==> src/rtl/uart_tx_sched_pkg.sv <==
// Shared types and constants for the UART transmit scheduler.
package uart_tx_sched_pkg;

  // Scheduler FSM: IDLE waits for a queued byte, GAP paces one byte time.
  typedef enum logic {
    TXS_IDLE = 1'b0,
    TXS_GAP  = 1'b1
  } txs_state_e;

  localparam int          UART_TX_DEPTH    = 16;
  localparam int          UART_BYTE_CYCLES = 868;
  localparam logic [31:0] UART_STATUS_ADDR = 32'h0000_0804;

  // Level field in the status word is 4 bits wide; clamp instead of wrapping.
  function automatic logic [3:0] status_level(input logic [31:0] lvl);
    return (lvl > 32'd15) ? 4'hF : lvl[3:0];
  endfunction

endpackage

==> src/rtl/uart_tx_sched_tx_byte_fifo.sv <==
// Byte FIFO with flush; read data is combinational from the head entry.
module tx_byte_fifo #(
  parameter int DEPTH = 16,
  parameter int PTR_W = 4
) (
  input  logic             clk,
  input  logic             rst,
  input  logic             push,
  input  logic [7:0]       push_data,
  input  logic             pop,
  input  logic             flush,
  output logic [7:0]       head_data,
  output logic [PTR_W:0]   level,
  output logic             full,
  output logic             empty
);

  logic [7:0]     mem_q [DEPTH];
  logic [PTR_W-1:0] wr_ptr_q, wr_ptr_d;
  logic [PTR_W-1:0] rd_ptr_q, rd_ptr_d;
  logic [PTR_W:0]   level_q, level_d;
  logic             push_ok;
  logic             pop_ok;

  // Flush beats a push; a full queue refuses pushes even if a pop happens now.
  assign push_ok = push && !full && !flush;
  assign pop_ok  = pop && !empty;

  // Next pointer/level values; pointers wrap naturally at DEPTH.
  always_comb begin
    wr_ptr_d = wr_ptr_q + PTR_W'(push_ok);
    rd_ptr_d = rd_ptr_q + PTR_W'(pop_ok);
    level_d  = level_q + (PTR_W+1)'(push_ok) - (PTR_W+1)'(pop_ok);
    if (flush) begin
      wr_ptr_d = '0;
      rd_ptr_d = '0;
      level_d  = '0;
    end
  end

  // Control state; only this is reset.
  always_ff @(posedge clk) begin
    if (rst) begin
      wr_ptr_q <= '0;
      rd_ptr_q <= '0;
      level_q  <= '0;
    end else begin
      wr_ptr_q <= wr_ptr_d;
      rd_ptr_q <= rd_ptr_d;
      level_q  <= level_d;
    end
  end

  // Storage array; contents are don't-care until written.
  always_ff @(posedge clk) begin
    if (push_ok) mem_q[wr_ptr_q] <= push_data;
  end

  assign head_data = mem_q[rd_ptr_q];
  assign level     = level_q;
  assign full      = (level_q == (PTR_W+1)'(DEPTH));
  assign empty     = (level_q == '0);

endmodule

==> src/rtl/uart_tx_sched.sv <==
// Paces queued CPU store bytes into the uart, one byte per BYTE_CYCLES clocks.
module uart_tx_sched
  import uart_tx_sched_pkg::*;
#(
  parameter int DEPTH       = UART_TX_DEPTH,
  parameter int PTR_W       = 4,
  parameter int BYTE_CYCLES = UART_BYTE_CYCLES
) (
  input  logic           clk,
  input  logic           rst,
  input  logic           wr_en,
  input  logic [7:0]     wr_data,
  input  logic           flush,
  output logic           uart_wr_o,
  output logic [7:0]     uart_dat_o,
  output logic           full,
  output logic           empty,
  output logic           busy,
  output logic [31:0]    status_word,
  output logic [PTR_W:0] level
);

  localparam int CNT_W = $clog2(BYTE_CYCLES);

  txs_state_e       state_q, state_d;
  logic [CNT_W-1:0] gap_cnt_q, gap_cnt_d;
  logic             overflow_q, overflow_d;
  logic             wr_q, wr_d;
  logic [7:0]       dat_q, dat_d;
  logic             pop;
  logic [7:0]       head_data;

  tx_byte_fifo #(
    .DEPTH (DEPTH),
    .PTR_W (PTR_W)
  ) u_fifo (
    .clk       (clk),
    .rst       (rst),
    .push      (wr_en),
    .push_data (wr_data),
    .pop       (pop),
    .flush     (flush),
    .head_data (head_data),
    .level     (level),
    .full      (full),
    .empty     (empty)
  );

  // Next-state: launch a byte when one is queued and the previous byte time has elapsed.
  always_comb begin
    state_d    = state_q;
    gap_cnt_d  = gap_cnt_q;
    wr_d       = 1'b0;
    dat_d      = dat_q;
    pop        = 1'b0;
    overflow_d = overflow_q | (wr_en & full & ~flush);
    case (state_q)
      TXS_IDLE: begin
        if (!empty) begin
          pop       = 1'b1;
          dat_d     = head_data;
          wr_d      = 1'b1;
          gap_cnt_d = CNT_W'(BYTE_CYCLES - 1);
          state_d   = TXS_GAP;
        end
      end
      TXS_GAP: begin
        if (gap_cnt_q != '0) begin
          gap_cnt_d = gap_cnt_q - 1'b1;
        end else if (!empty) begin
          pop       = 1'b1;
          dat_d     = head_data;
          wr_d      = 1'b1;
          gap_cnt_d = CNT_W'(BYTE_CYCLES - 1);
        end else begin
          state_d = TXS_IDLE;
        end
      end
      default: state_d = TXS_IDLE;
    endcase
  end

  // State and output registers; reset abandons any gap in progress.
  always_ff @(posedge clk) begin
    if (rst) begin
      state_q    <= TXS_IDLE;
      gap_cnt_q  <= '0;
      overflow_q <= 1'b0;
      wr_q       <= 1'b0;
      dat_q      <= '0;
    end else begin
      state_q    <= state_d;
      gap_cnt_q  <= gap_cnt_d;
      overflow_q <= overflow_d;
      wr_q       <= wr_d;
      dat_q      <= dat_d;
    end
  end

  assign uart_wr_o   = wr_q;
  assign uart_dat_o  = dat_q;
  assign busy        = (state_q != TXS_IDLE) || !empty;
  assign status_word = {25'b0, overflow_q, busy, full, empty, status_level(32'(level))};

endmodule

==> config.mk <==
export PLATFORM = sky130hd
export DESIGN_NAME = uart_tx_sched
export DESIGN_NICKNAME = d
export VERILOG_FILES = /design/src/rtl/uart_tx_sched_pkg.sv /design/src/rtl/uart_tx_sched_tx_byte_fifo.sv /design/src/rtl/uart_tx_sched.sv
export SDC_FILE = /design/constraint.sdc
export NUM_CORES = 1
export LEC_CHECK = 0
export ABC_AREA = 0
export CAP_MARGIN = 10
export CORE_ASPECT_RATIO = 2
export CORE_MARGIN = 2
export CORE_UTILIZATION = 50
export CTS_CLUSTER_SIZE = 25
export DETAILED_ROUTE_END_ITERATION = 8
export GPL_ROUTABILITY_DRIVEN = 0
export HOLD_SLACK_MARGIN = 0.15
export PLACE_DENSITY = 0.74
export REMOVE_ABC_BUFFERS = 1
export SYNTH_ARGS = -nofsm -noshare
export SYNTH_HDL_FRONTEND = slang
export SYNTH_SLANG_ARGS = --single-unit
==> constraint.sdc <==
create_clock -name clk -period 3.6 [get_ports clk]
set_clock_uncertainty 0.05 [all_clocks]
set_input_delay 0.54 -clock clk [delete_from_list [all_inputs] [get_ports clk]]
set_output_delay 0.54 -clock clk [all_outputs]
set_load 0.01 [all_outputs]
==> impl_metrics.json <==
{
  "status": "complete, no violations",
  "rows": 60,
  "clkLatencyLatePin_ns": 0.41,
  "min_to": "uart_dat_o[7]",
  "floorplan.initialDensity_pct": 50.9,
  "grt_antenna_before_repair": 0,
  "first_pass_iters": 4,
  "reg2reg_slack_ns": 0.65,
  "cts_tree": "yes",
  "period_needed_ns": 2.98,
  "yosysSeqAreaShare_pct": 66.1,
  "finalSetupViolCount": 0,
  "critical_path_peak_fanout": 24,
  "placed_cells": 620,
  "drt_wl_total_mm": 13.5,
  "htreeDepth": 4,
  "drt_iter0_drc": 271,
  "grt_pass1_wl_mm": 20.7,
  "pre_cts_ws_ns": 0.616,
  "grt_pass1_vias": 3798,
  "drv_cap": 0,
  "vias": 3738,
  "synthCells": 436,
  "fillers": 999,
  "post_cts_buffers": 0,
  "cp-end-kind": "primary output",
  "cts_sinks": 162,
  "p_leak_nw": 2.69,
  "slew_headroom_pct": 49.7,
  "fin_cells": 652,
  "core_um2": 13400,
  "ys_types": 51,
  "hold_depth": 2,
  "fmax_mhz": 335,
  "cp-startpoint": "u_fifo.level[2]",
  "via_per_inst": 5.73,
  "drive_gt1_share_pct": 19.1,
  "cts_resized": 0,
  "synthTopCellsByArea": "edfxtp_1 56%, mux4_2 11%, dfxtp_1 9.9%",
  "powerDensity_nw_per_um2": 728,
  "hold_viol": 0,
  "netlist_area_um2": 6840,
  "dp_hpwl_mm": 9.22,
  "worst_pin_slew_ns": 0.752,
  "drv_slew": 0,
  "path_clk_slew_ns": 0.07,
  "r2r_end": "u_fifo.level[4]",
  "syn_area_per_cell_um2": 15.7,
  "ys.flop_type": "edfxtp_1",
  "grt_max_degree": 34,
  "cp_data_required_time_ns": 3.01,
  "setup-tns-final_ns": 0,
  "boundaryPins": 61,
  "ys_warn_count": 0,
  "cts_inserted_buffers": 17,
  "fin_crit_sh_pct": 82.9,
  "timing.final.ws_setup_ns": 0.616,
  "die-area_um2": 14700,
  "post-synth-top-area-fraction_pct": 56.2,
  "hp-class": "flop to flop",
  "drc": 0,
  "track_usage_pct": 19.3,
  "grt_overflow_total": 0,
  "min-delay-start": "uart_dat_o[7]",
  "routedWlPerCell_um": 20.7,
  "drtAntennaViolNets": 0,
  "r2r_start": "u_fifo.level[2]",
  "die_x_um": 86.7,
  "area_growth_pct": 15.7,
  "port_buffers": 36,
  "r2r_cells": 14,
  "worstPathArrival_ns": 2.39,
  "critPathLaunchType": "flop",
  "cts_root_buf": "clkbuf_16",
  "hold_buffers": 0,
  "grt_setup_unrepaired": "no",
  "synth-edff-count": 128,
  "ys_seq_elements": 162,
  "ir_drop_uv": 354,
  "clockBufferDepth": 2,
  "yosysTopAreaCell": "edfxtp_1",
  "diodes": 0,
  "crit_type": "flop to primary output",
  "fin_nets": 512,
  "async_reset_ff_share_pct": 0,
  "die_height_um": 169
}
## layout make-up
type / instances / area (um2) / area share [%]
Timing Repair Buffer: 56 / 510 / 6.45
Multi-Input combinational cell: 231 / 2030 / 25.6
Inverter: 16 / 60.1 / 0.759
Tap cell: 155 / 194 / 2.45
Clock inverter: 14 / 171 / 2.16
Sequential cell: 162 / 4530 / 57.2
Clock buffer: 18 / 429 / 5.42
## report_power, final
part	switching, mW	total [mW]	leakage (nW)	internal [mW]
combinational	0.849	1.67	0.963	0.820
sequential	0.131	2.29	1.43	2.16
clock	0.759	1.81	0.297	1.05
## per-stage QoR
step	utilization, %	hold WS [ns]	instance area [um2]	total power [mW]
after floorplan	-	0.394	6610	3.38
after global placement	54.5	0.407	7320	3.94
after detailed placement	54.5	0.423	7320	4.00
after CTS	58.9	0.432	7920	5.80
after global routing	58.9	0.454	7920	6.03
final	58.9	0.432	7920	5.76
## routing by layer
metal	track usage [%]	vias to the layer above	routed length (um)
met5	0	-	0
met4	9.51	0	365
met3	3.60	25	379
met2	34.7	108	7850
met1	21.3	1884	4930
li1	-	1721	-
## layout by cell type, fill, tap and decap left out, types with 2 or more instances in the layout
| cell type | instances |
|---|---|
| a211oi_1 | 2 |
| o21ai_0 | 10 |
| xnor2_1 | 3 |
| a21oi_1 | 13 |
| dfxtp_1 | 33 |
| nand3b_1 | 2 |
| inv_1 | 16 |
| nor3_1 | 12 |
| conb_1 | 24 |
| a311oi_1 | 3 |
| clkinv_4 | 5 |
| nand4_1 | 2 |
| buf_4 | 20 |
| a22oi_1 | 14 |
| a211o_1 | 7 |
| o32ai_1 | 2 |
| nand3_1 | 6 |
| nand2_1 | 11 |
| clkbuf_16 | 17 |
| xor2_1 | 3 |
| edfxtp_1 | 128 |
| inv_8 | 4 |
| nor2b_1 | 2 |
| clkdlybuf4s50_1 | 36 |
| bufinv_16 | 2 |
| ha_1 | 15 |
| mux2_2 | 2 |
| nand2b_1 | 6 |
| mux2i_1 | 2 |
| mux4_2 | 32 |
| a41oi_1 | 2 |
| and2_1 | 6 |
| o21a_1 | 4 |
| inv_6 | 2 |
| nor2_1 | 26 |
| a31oi_1 | 3 |
## worst max-delay path, cell delays in order (launching register included)
cell             delay, ns
dfxtp_1               0.41
inv_1                 0.11
ha_1                  0.23
nand4_1               0.24
inv_1                 0.09
buf_4                 0.23
nand2_1               0.12
clkdlybuf4s50_1       0.54
## synth_stat cells (2+ instances only)
| library cell | number |
|---|---|
| clkbuf_1 | 12 |
| a311oi_1 | 3 |
| nor2b_1 | 2 |
| nor2_1 | 26 |
| a211oi_1 | 2 |
| and2_1 | 6 |
| buf_4 | 31 |
| o21a_1 | 4 |
| buf_1 | 2 |
| nand3_1 | 6 |
| edfxtp_1 | 128 |
| o32ai_1 | 2 |
| buf_2 | 4 |
| dfxtp_1 | 34 |
| mux2i_1 | 2 |
| a31oi_1 | 3 |
| mux2_2 | 2 |
| nor3_1 | 12 |
| a22oi_1 | 14 |
| mux4_2 | 32 |
| nand4_1 | 2 |
| nand3b_1 | 2 |
| xor2_1 | 3 |
| o21ai_0 | 10 |
| a41oi_1 | 2 |
| xnor2_1 | 3 |
| a21oi_1 | 13 |
| nand2b_1 | 6 |
| nand2_1 | 11 |
| ha_1 | 15 |
| a211o_1 | 7 |
| inv_1 | 16 |
## kinds of logic (layout without fill, tap and decap cells)
kind of cell	Yosys count	after routing	synth area share (%)
buffers and inverters	66	104	5.50
DFF	162	162	66.1
muxes	36	36	11.2
and+or+nand+nor	83	83	6.57
other	1	24	0.0548
xor gates and xnor gates	6	6	0.768
AOI/OAI and AO/OA	66	66	6.79
adders and majority gates	16	16	3.04
## worst max path at each step
stage	to	slack [ns]
floorplan	u_fifo.level[4]	0.48
global placement	u_fifo.mem_q[8][4]	0.73
detailed placement	u_fifo.mem_q[12][1]	0.62
CTS	status_word[6]	0.61
global route	u_fifo.level[4]	0.44
finish	status_word[6]	0.62
## flip-flops by register name, summed over array words and instances, names as in the netlist
name	count
u_fifo.mem_q	128
u_fifo.rd_ptr_q	4
u_fifo.wr_ptr_q	4
uart_dat_o	8
u_fifo.level	5
uart_wr_o	1
overflow_q	1
state_q	1
gap_cnt_q	10
Power figures use the tool's default switching activity.
